[src/rtl/bank_rotation_sched_if.sv]
// bank_rotation_sched_if: host/convolver handshake and bank control bundle (slave = scheduler, master = host)
interface bank_rotation_sched_if #(
  parameter int N          = 2,
  parameter int NB_ADDRESS = 10,
  parameter int NB_COLS    = 10
);
  localparam int NB = $clog2(N + 2);
  logic                  i_start;
  logic [NB_ADDRESS-1:0] i_img_len;
  logic [NB_COLS-1:0]    i_n_cols;
  logic                  i_wr_valid;
  logic                  i_rd_req;
  logic [N+1:0]          o_we;
  logic [NB_ADDRESS-1:0] o_waddr;
  logic [NB_ADDRESS-1:0] o_raddr;
  logic [NB-1:0]         o_base;
  logic [NB-1:0]         o_rd_sel;
  logic                  o_src_sel;
  logic                  o_conv_valid;
  logic                  o_load_rdy;
  logic                  o_rd_rdy;
  logic                  o_eop;
  modport master (
    output i_start, i_img_len, i_n_cols, i_wr_valid, i_rd_req,
    input  o_we, o_waddr, o_raddr, o_base, o_rd_sel, o_src_sel, o_conv_valid, o_load_rdy, o_rd_rdy, o_eop
  );
  modport slave (
    input  i_start, i_img_len, i_n_cols, i_wr_valid, i_rd_req,
    output o_we, o_waddr, o_raddr, o_base, o_rd_sel, o_src_sel, o_conv_valid, o_load_rdy, o_rd_rdy, o_eop
  );
endinterface

[src/rtl/bank_rotation_sched.sv]
// bank_rotation_sched: rotates N+2 column banks through load/run/flush/unload per block; ports i_CLK, i_reset (async), bus (slave)
module bank_rotation_sched #(
  parameter int N          = 2,
  parameter int NB_ADDRESS = 10,
  parameter int NB_COLS    = 10,
  parameter int CONV_LAT   = 2
) (
  input logic                  i_CLK,
  input logic                  i_reset,
  bank_rotation_sched_if.slave bus
);
  localparam int B  = N + 2;
  localparam int NB = $clog2(B);
  typedef enum logic [2:0] {IDLE, LOAD, RUN, FLUSH, UNLOAD, DONE} state_t;
  state_t                state_q, state_d;
  logic [NB_ADDRESS-1:0] img_len_q, img_len_d, word_q, word_d;
  logic [NB_COLS-1:0]    n_cols_q, n_cols_d, cols_done_q, cols_done_d;
  logic [NB-1:0]         base_q, base_d, k_q, k_d;
  logic                  blk_first_q, blk_first_d;
  logic [3:0]            fl_q, fl_d;
  logic                  vld_sr_q [CONV_LAT];
  logic [NB_ADDRESS-1:0] addr_sr_q [CONV_LAT];
  logic                  last_word, last_col, dv;
  logic [NB-1:0]         ld_bank;
  logic [B-1:0]          wb_mask, load_we;
  function automatic logic [NB-1:0] wrap(input logic [NB:0] s);
    logic [NB:0] t;
    t = (s >= (NB+1)'(B)) ? s - (NB+1)'(B) : s;
    return t[NB-1:0];
  endfunction
  assign last_word = word_q == img_len_q - NB_ADDRESS'(1);
  assign last_col  = k_q == (blk_first_q ? NB'(B - 1) : NB'(N - 1));
  // first block fills every bank; later blocks skip the 2 overlap banks after base
  assign ld_bank   = wrap({1'b0, base_q} + (blk_first_q ? (NB+1)'(0) : (NB+1)'(2)) + {1'b0, k_q});
  assign dv        = vld_sr_q[CONV_LAT-1];
  assign load_we   = (state_q == LOAD && bus.i_wr_valid) ? B'(1) << ld_bank : '0;
  always_comb begin
    wb_mask = '0;
    for (int i = 0; i < N; i++) wb_mask[wrap({1'b0, base_q} + (NB+1)'(i))] = 1'b1;
  end
  always_comb begin
    state_d     = state_q;
    img_len_d   = img_len_q;
    n_cols_d    = n_cols_q;
    cols_done_d = cols_done_q;
    base_d      = base_q;
    k_d         = k_q;
    word_d      = word_q;
    blk_first_d = blk_first_q;
    fl_d        = fl_q;
    case (state_q)
      IDLE: if (bus.i_start) begin
        img_len_d   = bus.i_img_len;
        n_cols_d    = bus.i_n_cols;
        cols_done_d = '0;
        base_d      = '0;
        k_d         = '0;
        word_d      = '0;
        blk_first_d = 1'b1;
        state_d     = LOAD;
      end
      LOAD: if (bus.i_wr_valid) begin
        word_d = last_word ? '0 : word_q + 1'b1;
        if (last_word) begin
          k_d     = last_col ? '0 : k_q + 1'b1;
          state_d = last_col ? RUN : LOAD;
        end
      end
      RUN: begin
        word_d = last_word ? '0 : word_q + 1'b1;
        fl_d   = '0;
        if (last_word) state_d = FLUSH;
      end
      FLUSH: begin
        fl_d = fl_q + 1'b1;
        if (fl_q == 4'(CONV_LAT - 1)) state_d = UNLOAD;
      end
      UNLOAD: if (bus.i_rd_req) begin
        word_d = last_word ? '0 : word_q + 1'b1;
        if (last_word) begin
          k_d = (k_q == NB'(N - 1)) ? '0 : k_q + 1'b1;
          if (k_q == NB'(N - 1)) begin
            cols_done_d = cols_done_q + (blk_first_q ? NB_COLS'(B) : NB_COLS'(N));
            if (cols_done_d == n_cols_q) state_d = DONE;
            else begin
              base_d      = wrap({1'b0, base_q} + (NB+1)'(N));
              blk_first_d = 1'b0;
              state_d     = LOAD;
            end
          end
        end
      end
      DONE: state_d = IDLE;
      default: state_d = IDLE;
    endcase
  end
  always_ff @(posedge i_CLK or posedge i_reset) begin
    if (i_reset) begin
      state_q     <= IDLE;
      img_len_q   <= '0;
      n_cols_q    <= '0;
      cols_done_q <= '0;
      base_q      <= '0;
      k_q         <= '0;
      word_q      <= '0;
      blk_first_q <= 1'b0;
      fl_q        <= '0;
      for (int i = 0; i < CONV_LAT; i++) begin
        vld_sr_q[i]  <= 1'b0;
        addr_sr_q[i] <= '0;
      end
    end else begin
      state_q      <= state_d;
      img_len_q    <= img_len_d;
      n_cols_q     <= n_cols_d;
      cols_done_q  <= cols_done_d;
      base_q       <= base_d;
      k_q          <= k_d;
      word_q       <= word_d;
      blk_first_q  <= blk_first_d;
      fl_q         <= fl_d;
      vld_sr_q[0]  <= state_q == RUN;
      addr_sr_q[0] <= word_q;
      for (int i = 1; i < CONV_LAT; i++) begin
        vld_sr_q[i]  <= vld_sr_q[i-1];
        addr_sr_q[i] <= addr_sr_q[i-1];
      end
    end
  end
  assign bus.o_we         = load_we | (dv ? wb_mask : '0);
  assign bus.o_waddr      = dv ? addr_sr_q[CONV_LAT-1] : (state_q == LOAD) ? word_q : '0;
  assign bus.o_raddr      = (state_q == RUN || state_q == UNLOAD) ? word_q : '0;
  assign bus.o_base       = base_q;
  assign bus.o_rd_sel     = (state_q == UNLOAD) ? wrap({1'b0, base_q} + {1'b0, k_q}) : '0;
  assign bus.o_src_sel    = dv;
  assign bus.o_conv_valid = state_q == RUN;
  assign bus.o_load_rdy   = state_q == LOAD;
  assign bus.o_rd_rdy     = state_q == UNLOAD;
  assign bus.o_eop        = state_q == DONE;
endmodule
[src/flat_wrapper.sv]
// flat-port wrapper written by rule: the top's interface ports become plain ports
module bank_rotation_sched_flat 
#(
  parameter int N          = 2,
  parameter int NB_ADDRESS = 10,
  parameter int NB_COLS    = 10,
  parameter int CONV_LAT   = 2
)
  (i_CLK, i_reset, bus_i_start, bus_i_img_len, bus_i_n_cols, bus_i_wr_valid, bus_i_rd_req, bus_o_we, bus_o_waddr, bus_o_raddr, bus_o_base, bus_o_rd_sel, bus_o_src_sel, bus_o_conv_valid, bus_o_load_rdy, bus_o_rd_rdy, bus_o_eop);
  bank_rotation_sched_if #(.N(N), .NB_ADDRESS(NB_ADDRESS), .NB_COLS(NB_COLS)) bus_i ();
  input logic i_CLK;
  input logic i_reset;
  input wire logic [$bits(bus_i.i_start)-1:0] bus_i_start;
  input wire logic [$bits(bus_i.i_img_len)-1:0] bus_i_img_len;
  input wire logic [$bits(bus_i.i_n_cols)-1:0] bus_i_n_cols;
  input wire logic [$bits(bus_i.i_wr_valid)-1:0] bus_i_wr_valid;
  input wire logic [$bits(bus_i.i_rd_req)-1:0] bus_i_rd_req;
  output wire logic [$bits(bus_i.o_we)-1:0] bus_o_we;
  output wire logic [$bits(bus_i.o_waddr)-1:0] bus_o_waddr;
  output wire logic [$bits(bus_i.o_raddr)-1:0] bus_o_raddr;
  output wire logic [$bits(bus_i.o_base)-1:0] bus_o_base;
  output wire logic [$bits(bus_i.o_rd_sel)-1:0] bus_o_rd_sel;
  output wire logic [$bits(bus_i.o_src_sel)-1:0] bus_o_src_sel;
  output wire logic [$bits(bus_i.o_conv_valid)-1:0] bus_o_conv_valid;
  output wire logic [$bits(bus_i.o_load_rdy)-1:0] bus_o_load_rdy;
  output wire logic [$bits(bus_i.o_rd_rdy)-1:0] bus_o_rd_rdy;
  output wire logic [$bits(bus_i.o_eop)-1:0] bus_o_eop;
  assign bus_i.i_start = bus_i_start;
  assign bus_i.i_img_len = bus_i_img_len;
  assign bus_i.i_n_cols = bus_i_n_cols;
  assign bus_i.i_wr_valid = bus_i_wr_valid;
  assign bus_i.i_rd_req = bus_i_rd_req;
  assign bus_o_we = bus_i.o_we;
  assign bus_o_waddr = bus_i.o_waddr;
  assign bus_o_raddr = bus_i.o_raddr;
  assign bus_o_base = bus_i.o_base;
  assign bus_o_rd_sel = bus_i.o_rd_sel;
  assign bus_o_src_sel = bus_i.o_src_sel;
  assign bus_o_conv_valid = bus_i.o_conv_valid;
  assign bus_o_load_rdy = bus_i.o_load_rdy;
  assign bus_o_rd_rdy = bus_i.o_rd_rdy;
  assign bus_o_eop = bus_i.o_eop;
  bank_rotation_sched #(.N(N), .NB_ADDRESS(NB_ADDRESS), .NB_COLS(NB_COLS), .CONV_LAT(CONV_LAT)) u_core (.i_CLK(i_CLK), .i_reset(i_reset), .bus(bus_i));
endmodule
[config.mk]
export PLATFORM = sky130hd
export DESIGN_NAME = bank_rotation_sched_flat
export DESIGN_NICKNAME = d
export VERILOG_FILES = /design/src/rtl/bank_rotation_sched_if.sv /design/src/rtl/bank_rotation_sched.sv /design/src/flat_wrapper.sv
export SDC_FILE = /design/constraint.sdc
export NUM_CORES = 1
export LEC_CHECK = 0
export ABC_AREA = 1
export BUFFER_PORTS_ARGS = -buffer_cell sky130_fd_sc_hd__buf_2
export CAP_MARGIN = 20
export CORE_UTILIZATION = 52
export DETAILED_ROUTE_END_ITERATION = 7
export GPL_ROUTABILITY_DRIVEN = 1
export MAX_ROUTING_LAYER = met4
export PLACE_DENSITY = 0.77
export RECOVER_POWER = 50
export SYNTH_ARGS = -nofsm -noshare
export SYNTH_HDL_FRONTEND = slang
export SYNTH_SLANG_ARGS = --single-unit
[constraint.sdc]
create_clock -name i_CLK -period 2.35 [get_ports i_CLK]
set_clock_uncertainty 0.15 [all_clocks]
set_input_delay 0.47 -clock i_CLK [delete_from_list [all_inputs] [get_ports i_CLK]]
set_output_delay 0.47 -clock i_CLK [all_outputs]
set_load 0.03 [all_outputs]
# --- Word level (Yosys, flattened, before mapping) ---
# Cells that the tools add are included.
totals:
  reg_bits: 74
  inputBits: 25
  elab_cells: 132
classes:
  n_addsub: 15
  magnitude_cmp: 9
  n_eq_ne: 19
  shifts: 1
  n_mux: 58
  n_bitwise: 2
  n_reduce_logical: 15
op_table:
  columns: ["cell", "n"]
  rows:
  - ["$mux 10", 10]
  - ["$mux 2", 20]
  - ["$pmux 10 s4", 1]
  - ["$mux 3", 10]
  - ["$eq 10x10->1", 2]
  - ["$pmux 10 s2", 1]
  - ["$pmux 3 s5", 1]
  - ["$ge 3x3->1 const B", 4]
  - ["$reduce_and 6->1", 2]
  - ["$add 10x1->10 const B", 1]
  - ["$add 10x10->10", 1]
  - ["$ne 2x1->1 const B", 5]
  - ["$sub 10x1->10 const B", 1]
  - ["$sub 2x1->2 const B", 5]
  - ["$mux 4", 2]
  - ["$ne 2x2->1 const B", 4]
  - ["$or 4x4->4", 2]
  - ["$pmux 4 s2", 1]
  - ["$reduce_and 8->1", 1]
  - ["$mux 1", 7]
  - ["$eq 3x2->1 const B", 2]
  - ["$eq 3x3->1 const B", 2]
  - ["$lt 2x3->1 const B", 2]
  - ["$pmux 2 s3", 1]
  - ["26 further kinds", 31]

# --- Logic depth before layout (Yosys ltp) ---
# Gate-level depths: netlist (run 1).
depth:
  ltp_word: 10
  ltp_mapped: 17

# --- Worst setup path after synthesis (run 1) ---
# OpenSTA, ideal clock, no wires.
synth_timing:
  path_kind: "flip-flop to output port"
  from: "reg u_core.state_q[2]"
  to: "out bus_o_raddr[0]"
  t_arrival_ns: 1.996
  t_required_ns: 1.730
  path_slack_ns: -0.266
  path_stages_with_launch: 8
  path_buffers: 2
  path_cell_list: "dfrtp_1 buf_4 nor2_1 inv_1 nor2_1 nor2_1 clkbuf_1 nor2_1"
synth_between:
  elab_chain_cells: 3
  word_cells_on_any_way: 4
  cone_classes: "2 x eq/ne; 1 x mux; 1 x reduce/logical"
synth_rtl:
  columns: ["element", "line", "source"]
  rows:
  - ["from (decl)", "bank_rotation_sched.sv:15", "state_t state_q, state_d;"]
  - ["from (signal assigned)", "bank_rotation_sched.sv:113", "state_q <= state_d;"]
  - ["$eq 3x2->1", null, null]
  - ["via bus_o_conv_valid", "flat_wrapper.sv:24", "output wire logic [$bits(bus_i.o_conv_valid)-1:0] bus_o_conv_valid;"]
  - ["$logic_or 1x1->1", "bank_rotation_sched.sv:132", "assign bus.o_raddr = (state_q == RUN || state_q == UNLOAD) ? word_q : '0;"]
  - ["$mux 10", "bank_rotation_sched.sv:132", null]
  - ["to (decl)", "flat_wrapper.sv:20", "output wire logic [$bits(bus_i.o_raddr)-1:0] bus_o_raddr;"]
# The timed path passes the listed nets, and every way through them passes these cells.

# --- Final worst setup path (run 1) ---
layout_timing:
  from: "reg u_core.state_q[0]"
  to: "out bus_o_raddr[8]"
layout_between:
  elab_chain_cells: 3
  word_cells_on_any_way: 4
  cone_classes: "2 x eq/ne; 1 x mux; 1 x reduce/logical"
layout_rtl:
  columns: ["element", "line"]
  rows:
  - ["$eq 3x2->1 / $eq 3x3->1 (equally long branches)", "bank_rotation_sched.sv:132"]
  - ["$logic_or 1x1->1 *", "bank_rotation_sched.sv:132"]
  - ["$mux 10 *", "bank_rotation_sched.sv:132"]
# Mark *: on every way between the ends. The rest lies on a longest branch, timed or not.

==> impl_metrics.ini, run 1 <==
[outcome]
status = finished with violations
violations = negative setup slack

[die]
ios = 58
die_h_um = 89.1
num_rows = 31
dieWidth_um = 89.1
core-area_um2 = 7290
die_area_um2 = 7950
initial_core_util_pct = 54.2

[setup_path]
critical_path.slowest_cell = dfrtp_1
r2r-start = u_core.blk_first_q$_DFFE_PP0P_
cp.arrival_ns = 1.76
path_cells = clkbuf_1 > clkbuf_1 > nor2_1 > nor2_4 > buf_12 > nor2_1 > buf_4
r2r.worst_path.cells = 15
r2r_end = u_core.bus.o_base[1]$_DFFE_PP0P_
rrSetupSlack_ns = 0
critical_path_peak_fanout = 11
end_kind = primary output
startpoint_type = flop
critPathTopFamily = buffers and inverters
crit_buf_inv = 4
slowest_delay_ns = 0.40
critPathKind = reg -> out
required_ns = 1.73

[synth]
synth_largest_area_cell = dfrtp_1
ys_ff_latch = 72
yosysWarningCount = 0
synth_seq_area_share_pct = 45.6
syn_inst = 485
synth.distinct_cells = 37
yosysTopAreaCellShare_pct = 45.6
synthFlopType = dfrtp_1
yosys-top-cells-count = 121 x nand2_1, 72 x dfrtp_1, 68 x nor2_1
synth-async-reset-ratio_pct = 100
syn_area_um2 = 3950
syn_avg_cell_area_um2 = 8.14
yosysMostFrequentCell = nand2_1
synth_area_leaders = dfrtp_1 46%, nand2_1 12%, nor2_1 6.5%, inv_1 5.0%, nand3_1 3.5%
synth_edf_count = 0
synthesis.nets = 519

[grt]
use_met3_pct = 5.26
grt_overflow = 0
grt_use_met2_pct = 39.1
grt_pass1_wl_um = 14600
use_met1_pct = 32.8
grt_start_max_net_pins = 38
grt_antenna_before_repair = 0
grt_pass1_vias = 3189
grtUsageTotal_pct = 25.1
top_usage_layer = met2

[detailed_routing]
wl_per_cell_um = 13.8
vias = 3470
drt-total-wl_um = 9300
drt_drc_violations_left = 0
drtPass1Iterations = 5
first_iter_violations = 171
drtAntennaViolNets = 0
viasPerCell = 5.15

[clock_tree]
cts_buffers = 9
cts_sinks = 72
htreeDepth = 3
clk_latency_ns = 0.36
cts_tree = done
clockRootBuffer = clkbuf_8
cts.path.max_buffers = 2
clk_pin_slew_ns = 0.07

[power]
finalPower_mw = 5.90
leakage_nw = 2.43
power_density_nw_per_um2 = 1180
vdd_ir_drop_max_uv = 878

[final_layout]
final_area_um2 = 4990
layout.nets = 604
antenna_cells = 0
drive_gt1_share_pct = 31.7
final_cells = 674
syn2layout_area_growth_pct = 26.4

[sta]
clock.fmax_mhz = 420
fin_ws_ns = -0.0325
setup_viol = 11
rsz0062_at_grt = true
min_period_ns = 2.38
maxSlewHeadroom_pct = 46.6
fin_crit_sh_pct = 101
hold_viol_final = 0
tightest_slew_ns = 0.797
drv_slew = 0

[placement]
gp_congestion = 0.914
dpl.cell_count = 644
portBuffers = 56
place_ws_ns = -0.0102
dp_hpwl_um = 6390
post_dp_cell_area_um2 = 4470

[hold_path]
min_to = u_core.n_cols_q[6]$_DFFE_PP0P_
hold_depth = 2
min_path_type = in -> reg
min_from = bus_i_n_cols[6]

[run]
maxCapViolCount = 0
through the flow:
stage | setup TNS, ns | hold WS (ns) | utilization [%]
after floorplan | -2.43 | 0.181 | -
final | -0.234 | 0.195 | 68.4
after global routing | -1.73 | 0.189 | 68.4
after CTS | -0.00442 | 0.193 | 65.7
after global placement | 0 | 0.183 | 61.3
after detailed placement | -0.0148 | 0.185 | 61.3
state kept, by name (all words and copies together) (netlist names):
register	count
u_core.addr_sr_q	20
u_core.img_len_q	10
u_core.n_cols_q	10
u_core.word_q	10
u_core.cols_done_q	9
u_core.fl_q	4
u_core.state_q	3
u_core.k_q	2
u_core.blk_first_q	1
u_core.bus.o_base	1
u_core.bus.o_src_sel	1
u_core.vld_sr_q	1
layer usage:
layer,wire [µm],vias to the layer above
met5,0,-
met1,4240,1645
met2,4510,94
li1,-,1713
met3,365,18
met4,181,0
logic make-up (layout without fill, tap and decap cells):
logic type               count (synthesis)  after routing  synth area share (%)
other                                    1              1                0.0950
adder cells (fa/ha/maj)                  9              9                  3.04
AO/OA/AOI/OAI                           59             59                  9.35
XOR/XNOR                                19             19                  4.91
flip-flops                              72             72                  45.6
buffers and inverters                   73            163                  7.54
multiplexers                            10             10                  2.85
AND/OR/NAND/NOR                        242            242                  26.6
report_power, final:
part           switching, mW  total (mW)  internal [mW]
Clock                  0.468        1.06          0.594
Sequential             0.266        1.83           1.56
Combinational           1.82        3.02           1.20
Total                   2.55        5.90           3.35
layout by cell type (no fill, tap or decap), drive strengths merged, types with 4 or more instances in the layout:
cell	instances
xnor2	7
mux2	10
inv	59
clkinv	4
ha	8
o21ai	23
nor3	4
nand3	30
o31ai	10
nand2	124
dfrtp	72
clkbuf	14
buf	82
xor2	10
a21oi	17
nor2	74
o22ai	6
area by class of cell:
type,count,area (µm²)
timing repair buffer,87,593
inverter,60,234
clock buffer,10,128
tap,99,124
clock inverter,6,83.8
sequential,72,1800
fill,580,2300
multi-input combinational,340,2020
timing repair:
item | CTS | global route
gates resized for setup | 19 | 63
hold endpoints to repair | 16 | 0
pin swaps | 4 | 14
hold buffers | 1 | 0
endpoints found under the setup margin | 27 | 50
buffers inserted | 5 | 8
worst reg2reg max path, stage by stage (launching register included):
cell	delay (ns)
dfrtp_1	0.39
inv_2	0.08
ha_4	0.14
inv_2	0.04
fa_2	0.43
nor2_1	0.20
nand2_1	0.08
nand2_1	0.09
nand2_1	0.08
nand2_1	0.06
nand3_1	0.09
nor2_2	0.14
nand3_2	0.11
nand3_2	0.10
nand2_1	0.05
nand2_1	0.08
how the worst max path moves through the flow:
stage,startpoint,depth (start not counted),endpoint
final,u_core.state_q[0]$_DFFE_PP0P_,7,bus_o_raddr[8]
after global routing,u_core.blk_first_q$_DFFE_PP0P_,17,u_core.blk_first_q$_DFFE_PP0P_
after CTS,u_core.state_q[1]$_DFFE_PP0P_,8,bus_o_we[2]
after detailed placement,u_core.blk_first_q$_DFFE_PP0P_,17,u_core.bus.o_base[1]$_DFFE_PP0P_
after global placement,u_core.blk_first_q$_DFFE_PP0P_,17,u_core.bus.o_base[1]$_DFFE_PP0P_
after floorplan,u_core.state_q[1]$_DFFE_PP0P_,6,bus_o_waddr[0]
(Power assumes the default switching activity.)
==> inputs of run 2 (changes only) <==
--- a/config.mk
+++ b/config.mk
@@ -8,11 +8,12 @@
 export ABC_AREA = 1
 export BUFFER_PORTS_ARGS = -buffer_cell sky130_fd_sc_hd__buf_2
 export CAP_MARGIN = 20
-export CORE_UTILIZATION = 52
+export CORE_UTILIZATION = 54
+export CTS_BUF_LIST = sky130_fd_sc_hd__clkbuf_8
 export DETAILED_ROUTE_END_ITERATION = 7
 export GPL_ROUTABILITY_DRIVEN = 1
 export MAX_ROUTING_LAYER = met4
-export PLACE_DENSITY = 0.77
+export PLACE_DENSITY = 0.79
 export RECOVER_POWER = 50
 export SYNTH_ARGS = -nofsm -noshare
 export SYNTH_HDL_FRONTEND = slang
==> run 2 against run 1 <==
Net effect:
- the run still ends with negative setup slack left
- hold slack got worse by 0.042 ns
- utilization grew 4.2 points
- clock power hardly changed
- clock-buffer cell count down 1
- cell area grew 1.1%
- global-route usage is 1.7 points higher
- register-to-register slack got worse by 0.08 ns
- critical path type is now reg -> reg
- largest cell class unchanged
==> impl_metrics.ini, run 2 (synthesis gave the netlist of run 1 again) <==
[setup_path]
path_cells = inv_2 > ha_4 > inv_2 > fa_2 > nor2_2 > nand2_1 > nand2_1 > nand2_1 > nand2_1 > nand3_1 > nor2_1 > nand3_1 > nand2_1 > nor2_1 > nor2_1
startpoint_type = flop
cp.arrival_ns = 2.56
end_kind = flop
slowest_delay_ns = 0.42
required_ns = 2.48
critical_path.slowest_cell = fa_2
critPathKind = reg -> reg
crit_top_cell = nand2_1
critical_path_peak_fanout = 4

[final_layout]
largest_reg_flops = 20
antenna_cells = 0
final_cells = 664
drive_gt1_share_pct = 32.0
final_area_um2 = 5050
layout_commonest_cell = nand2_1
largest-register = u_core.addr_sr_q
regArea_um2 = 1800
layout.nets = 598
mostFrequentLayoutCells = 115 x nand2_1, 71 x dfrtp_1, 49 x nor2_1, 47 x inv_1, 36 x buf_2
multiInputGateArea_um2 = 2080
syn2layout_area_growth_pct = 27.8
fill_cells = 502

[detailed_routing]
drt_drc_violations_left = 0
drtAntennaViolNets = 0
wl_per_cell_um = 14.7
drtPass1Iterations = 5
drt-total-wl_um = 9760
first_iter_violations = 218
viasPerCell = 5.27
vias = 3497

[power]
finalPower_mw = 6.01
power_density_nw_per_um2 = 1190
vdd_ir_drop_max_uv = 891
leakage_nw = 2.42

[clock_tree]
clockRootBuffer = clkbuf_8
htreeDepth = 3
cts_tree = done
cts.path.max_buffers = 2
clk_latency_ns = 0.35
clk_pin_slew_ns = 0.08
cts_hold_buf = 0
cts_buffers = 9
cts_sinks = 72

[die]
dieWidth_um = 87.5
die_h_um = 87.5
initial_core_util_pct = 56.9
die_area_um2 = 7660
num_rows = 30
core-area_um2 = 6940
ios = 58

[sta]
tightest_slew_ns = 1.07
rsz0062_at_grt = true
fin_ws_ns = -0.0791
setup_viol = 12
clock.fmax_mhz = 412
min_period_ns = 2.43
drv_slew = 0
fin_crit_sh_pct = 103
maxSlewHeadroom_pct = 28.3
hold_viol_final = 0

[placement]
dp_hpwl_um = 6380
place_ws_ns = -0.0134
portBuffers = 56
post_dp_cell_area_um2 = 4470
dpl.cell_count = 640
gp_congestion = 0.869

[outcome]
status = finished with violations
violations = negative setup slack

[grt]
grt_overflow = 0
grt_antenna_before_repair = 0
grt_pass1_vias = 3354
grt_start_max_net_pins = 27
grt_pass1_wl_um = 15000
grtUsageTotal_pct = 26.8

[run]
maxCapViolCount = 0

[hold_path]
min_path_type = in -> async
run 2: cell types whose count changed in the layout (fill, tap and decap cells not counted), sizes merged:
cell         change
dlygate4sd3      -1
clkinvlp         +2
clkinv           -2
buf              -3
clkbuf           -3
run 2: metal layers:
layer	routed length (µm)	vias to the layer above	track usage, %
li1	-	1702	-
met3	487	19	5.78
met5	0	-	-
met2	4840	107	41.5
met4	176	0	9.69
met1	4250	1669	34.7
run 2: power breakdown:
group | internal [mW] | switching (mW) | total, mW | leakage, nW
clock network | 0.587 | 0.471 | 1.06 | 0.101
logic | 1.21 | 1.92 | 3.13 | 1.39
registers | 1.56 | 0.264 | 1.82 | 0.934
run 2: final timing paths:
kind / from / end / slack, ns / depth (start not counted)
setup / recovery: u_core.blk_first_q$_DFFE_PP0P_ / u_core.state_q[2]$_DFFE_PP0P_ / -0.08 / 15
hold / removal: i_reset / u_core.img_len_q[0]$_DFFE_PP0P_ / 0.15 / 2
setup reg to reg: u_core.blk_first_q$_DFFE_PP0P_ / u_core.state_q[2]$_DFFE_PP0P_ / -0.08 / 15
hold reg to reg: u_core.addr_sr_q[11]$_DFF_PP0_ / u_core.addr_sr_q[1]$_DFF_PP0_ / 0.20 / 0
max in group asynchronous: i_reset / u_core.state_q[2]$_DFFE_PP0P_ / 0.77 / 3
min in group i_CLK: bus_i_img_len[9] / u_core.img_len_q[9]$_DFFE_PP0P_ / 0.19 / 2
run 2: metrics by stage:
stage	TNS, ns	utilization [%]	hold WS, ns
2_1_floorplan	-2.43	-	0.181
3_3_place_gp	0	64.4	0.182
3_5_place_dp	-0.0165	64.4	0.186
4_1_cts	0	68.6	0.0347
5_1_grt	-1.96	72.7	0.186
6_report	-0.301	72.7	0.153
run 2: timing repair:
action	in CTS	in global routing
cloned	0	0
pin swaps	2	19
setup buffers	4	6
endpoints found under the setup margin	27	37
gates resized for setup	16	84
run 2: worst max-delay path, delay by kind of cell (launching register included):
| family | cells | cell delay, ns |
|---|---|---|
| AND/OR/NAND/NOR | 11 | 1.15 |
| adder cells (fa/ha/maj) | 2 | 0.55 |
| flip-flops | 1 | 0.39 |
| buffers and inverters | 2 | 0.12 |
run 2: area by class of cell:
cell class,instances,share of cell area [%]
clock buffers,9,2.45
clock inverters,6,1.69
inverters,60,4.59
multi-input cells,340,41.2
flip-flops and latches,72,35.7
well taps,96,2.38
repair buffers,81,12.0
==> inputs of run 3 (changes only) <==
--- a/config.mk
+++ b/config.mk
@@ -8,12 +8,12 @@
 export ABC_AREA = 1
 export BUFFER_PORTS_ARGS = -buffer_cell sky130_fd_sc_hd__buf_2
 export CAP_MARGIN = 20
-export CORE_UTILIZATION = 54
+export CORE_UTILIZATION = 59
 export CTS_BUF_LIST = sky130_fd_sc_hd__clkbuf_8
 export DETAILED_ROUTE_END_ITERATION = 7
 export GPL_ROUTABILITY_DRIVEN = 1
 export MAX_ROUTING_LAYER = met4
-export PLACE_DENSITY = 0.79
+export PLACE_DENSITY = 0.82
 export RECOVER_POWER = 50
 export SYNTH_ARGS = -nofsm -noshare
 export SYNTH_HDL_FRONTEND = slang
==> constraint.sdc (replaced) <==
create_clock -name i_CLK -period 2.5 [get_ports i_CLK]
set_clock_uncertainty 0.15 [all_clocks]
set_input_delay 0.5 -clock i_CLK [delete_from_list [all_inputs] [get_ports i_CLK]]
set_output_delay 0.5 -clock i_CLK [all_outputs]
set_load 0.03 [all_outputs]
==> run 3 against run 2 <==
Net effect:
- the flow finishes with violations (design-rule violations, max-capacitance violations, max-slew violations, negative setup slack)
- hold slack improved by 0.049 ns
- global-route usage rose by 0.35 points
- die area shrank 8.3%
- register-to-register slack better by 0.18 ns
- sequential cell count did not move
- non-clock buffer count shrank 11
- wire length is 8.3% lower
- critical path type is now reg -> out
==> impl_metrics.ini, run 3 (synthesis gave the netlist of run 1 again) <==
[run]
maxCapViolCount = 1

[setup_path]
critical_path_peak_fanout = 15
r2r_end = u_core.bus.o_base[1]$_DFFE_PP0P_
critPathKind = reg -> out
r2r.worst_path.cells = 16
required_ns = 1.85
slowest_delay_ns = 0.42
end_kind = primary output
rrSetupSlack_ns = 0.10
critical_path.slowest_cell = dfrtp_1
crit_end = bus_o_we[2]
r2r-start = u_core.blk_first_q$_DFFE_PP0P_
startpoint_type = flop
startpoint = u_core.state_q[1]$_DFFE_PP0P_
path_cells = inv_2 > nand2_2 > nor2_4 > inv_6 > nor2_2 > nand2_1 > o22ai_1 > buf_4
cp.arrival_ns = 1.88

[power]
seqPwrFrac_pct = 31.8
power_density_nw_per_um2 = 1150
p_sw_share_pct = 42.1
p_switching_mw = 2.29
clkPwrFrac_pct = 22.3
combPwrFrac_pct = 45.9
finalPower_mw = 5.44
leakage_nw = 2.36
vdd_ir_drop_max_uv = 667
intPower_mw = 3.15

[placement]
place_ws_ns = 0.0556
portBuffers = 56
dp_hpwl_um = 6140
gp_congestion = 0.862

[detailed_routing]
vias = 3461
drt_drc_violations_left = 9
drt-total-wl_um = 8950
drtPass1Iterations = 7
viasPerCell = 5.45
first_iter_violations = 250
wl_per_cell_um = 14.1
drtAntennaViolNets = 0

[final_layout]
mostFrequentLayoutCells = 117 x nand2_1, 71 x dfrtp_1, 61 x nor2_1, 50 x inv_1, 47 x buf_2
largest_reg_flops = 20
layout.nets = 587
antenna_cells = 0
drive_gt1_share_pct = 25.6
largest-register = u_core.addr_sr_q
layout_commonest_cell = nand2_1
syn2layout_area_growth_pct = 19.8

[grt]
grt_pass1_wl_um = 14700
grtUsageTotal_pct = 27.1
grt_pass1_vias = 3213
grt_start_max_net_pins = 73
grt_antenna_before_repair = 0
grt_overflow = 0

[sta]
fin_ws_ns = -0.0286
maxSlewHeadroom_pct = -16.5
fin_crit_sh_pct = 101
drv_slew = 73
clock.fmax_mhz = 395
min_period_ns = 2.53
rsz0062_at_grt = true
tightest_slew_ns = 1.75
hold_viol_final = 0
setup_viol = 2

[clock_tree]
clk_latency_ns = 0.35
clk_pin_slew_ns = 0.08
cts_buffers = 9
cts_tree = done
htreeDepth = 3
cts.path.max_buffers = 2
cts_hold_buf = 0
clockRootBuffer = clkbuf_8
cts_sinks = 72

[die]
core-area_um2 = 6420
initial_core_util_pct = 61.5
die_h_um = 83.8
die_area_um2 = 7020
dieWidth_um = 83.8
num_rows = 29
ios = 58

[outcome]
violations = design-rule violations, max-capacitance violations, max-slew violations, negative setup slack
status = finished with violations

[hold_path]
min_path_type = reg -> reg
min_from = u_core.addr_sr_q[19]$_DFF_PP0_
## run 3: changes by cell type in the layout (fill, tap and decap cells not counted), moves of 5 or more
cell     change
buf_6       -10
o31ai_1      +5
buf_2       +11
buf_4        -8
nor2_1      +12
o31ai_2      -5
nor2_4      -11
## run 3: metrics by stage
step,TNS [ns],area [µm²],util [%],hold slack (ns),std cells
global route,-0.595,4730,73.6,0.204,635
finish,-0.0432,4730,73.6,0.202,635
floorplan,-0.549,3950,-,0.181,485
global placement,0,4330,67.4,0.183,613
detailed placement,0,4330,67.4,0.186,613
CTS,-0.0236,4610,71.8,0.0919,629
## run 3: power by group through the flow
stage | registers, mW | logic, mW | clock network, mW
after global routing | 1.77 | 2.76 | 1.28
after CTS | 1.71 | 2.29 | 1.23
after global placement | 1.71 | 2.18 | 0
after detailed placement | 1.73 | 2.25 | 0
after floorplan | 1.67 | 1.80 | 0
final | 1.73 | 2.50 | 1.21
## run 3: critical path, delay by kind of cell (launching register included)
kind | cells | cell delay (ns)
AND/OR/NAND/NOR | 4 | 0.48
buffers and inverters | 3 | 0.43
flip-flops | 1 | 0.42
AO/OA/AOI/OAI | 1 | 0.19
## run 3: worst min path at each step
stage,slack (ns),cells past startpoint,end
6_report,0.20,0,u_core.addr_sr_q[9]$_DFF_PP0_
5_1_grt,0.20,0,u_core.addr_sr_q[2]$_DFF_PP0_
4_1_cts,0.09,3,u_core.addr_sr_q[0]$_DFF_PP0_
3_5_place_dp,0.19,0,u_core.addr_sr_q[1]$_DFF_PP0_
3_3_place_gp,0.18,0,u_core.bus.o_src_sel$_DFF_PP0_
2_1_floorplan,0.18,0,u_core.addr_sr_q[0]$_DFF_PP0_
## run 3: what timing repair did
action	CTS	global route
endpoints found under the setup margin	15	37
pin swaps	0	6
resized for setup	7	31
buffers inserted	0	6
## run 3: area by class of cell
cell class                 count  area [µm²]
clock buffer                   9         124
clock inverter                 7         144
fill                         465        1690
inverter                      60         230
multi-input combinational    340        1910
sequential                    72        1800
tap                           77        96.3
timing repair buffer          70         422
## run 3: layer usage
layer | wire length (µm) | vias to the layer above | track usage, %
li1 | - | 1675 | -
met1 | 4020 | 1651 | 36.3
met2 | 4300 | 112 | 40.8
met3 | 442 | 23 | 6.23
met4 | 182 | 0 | 9.72
met5 | 0 | - | -
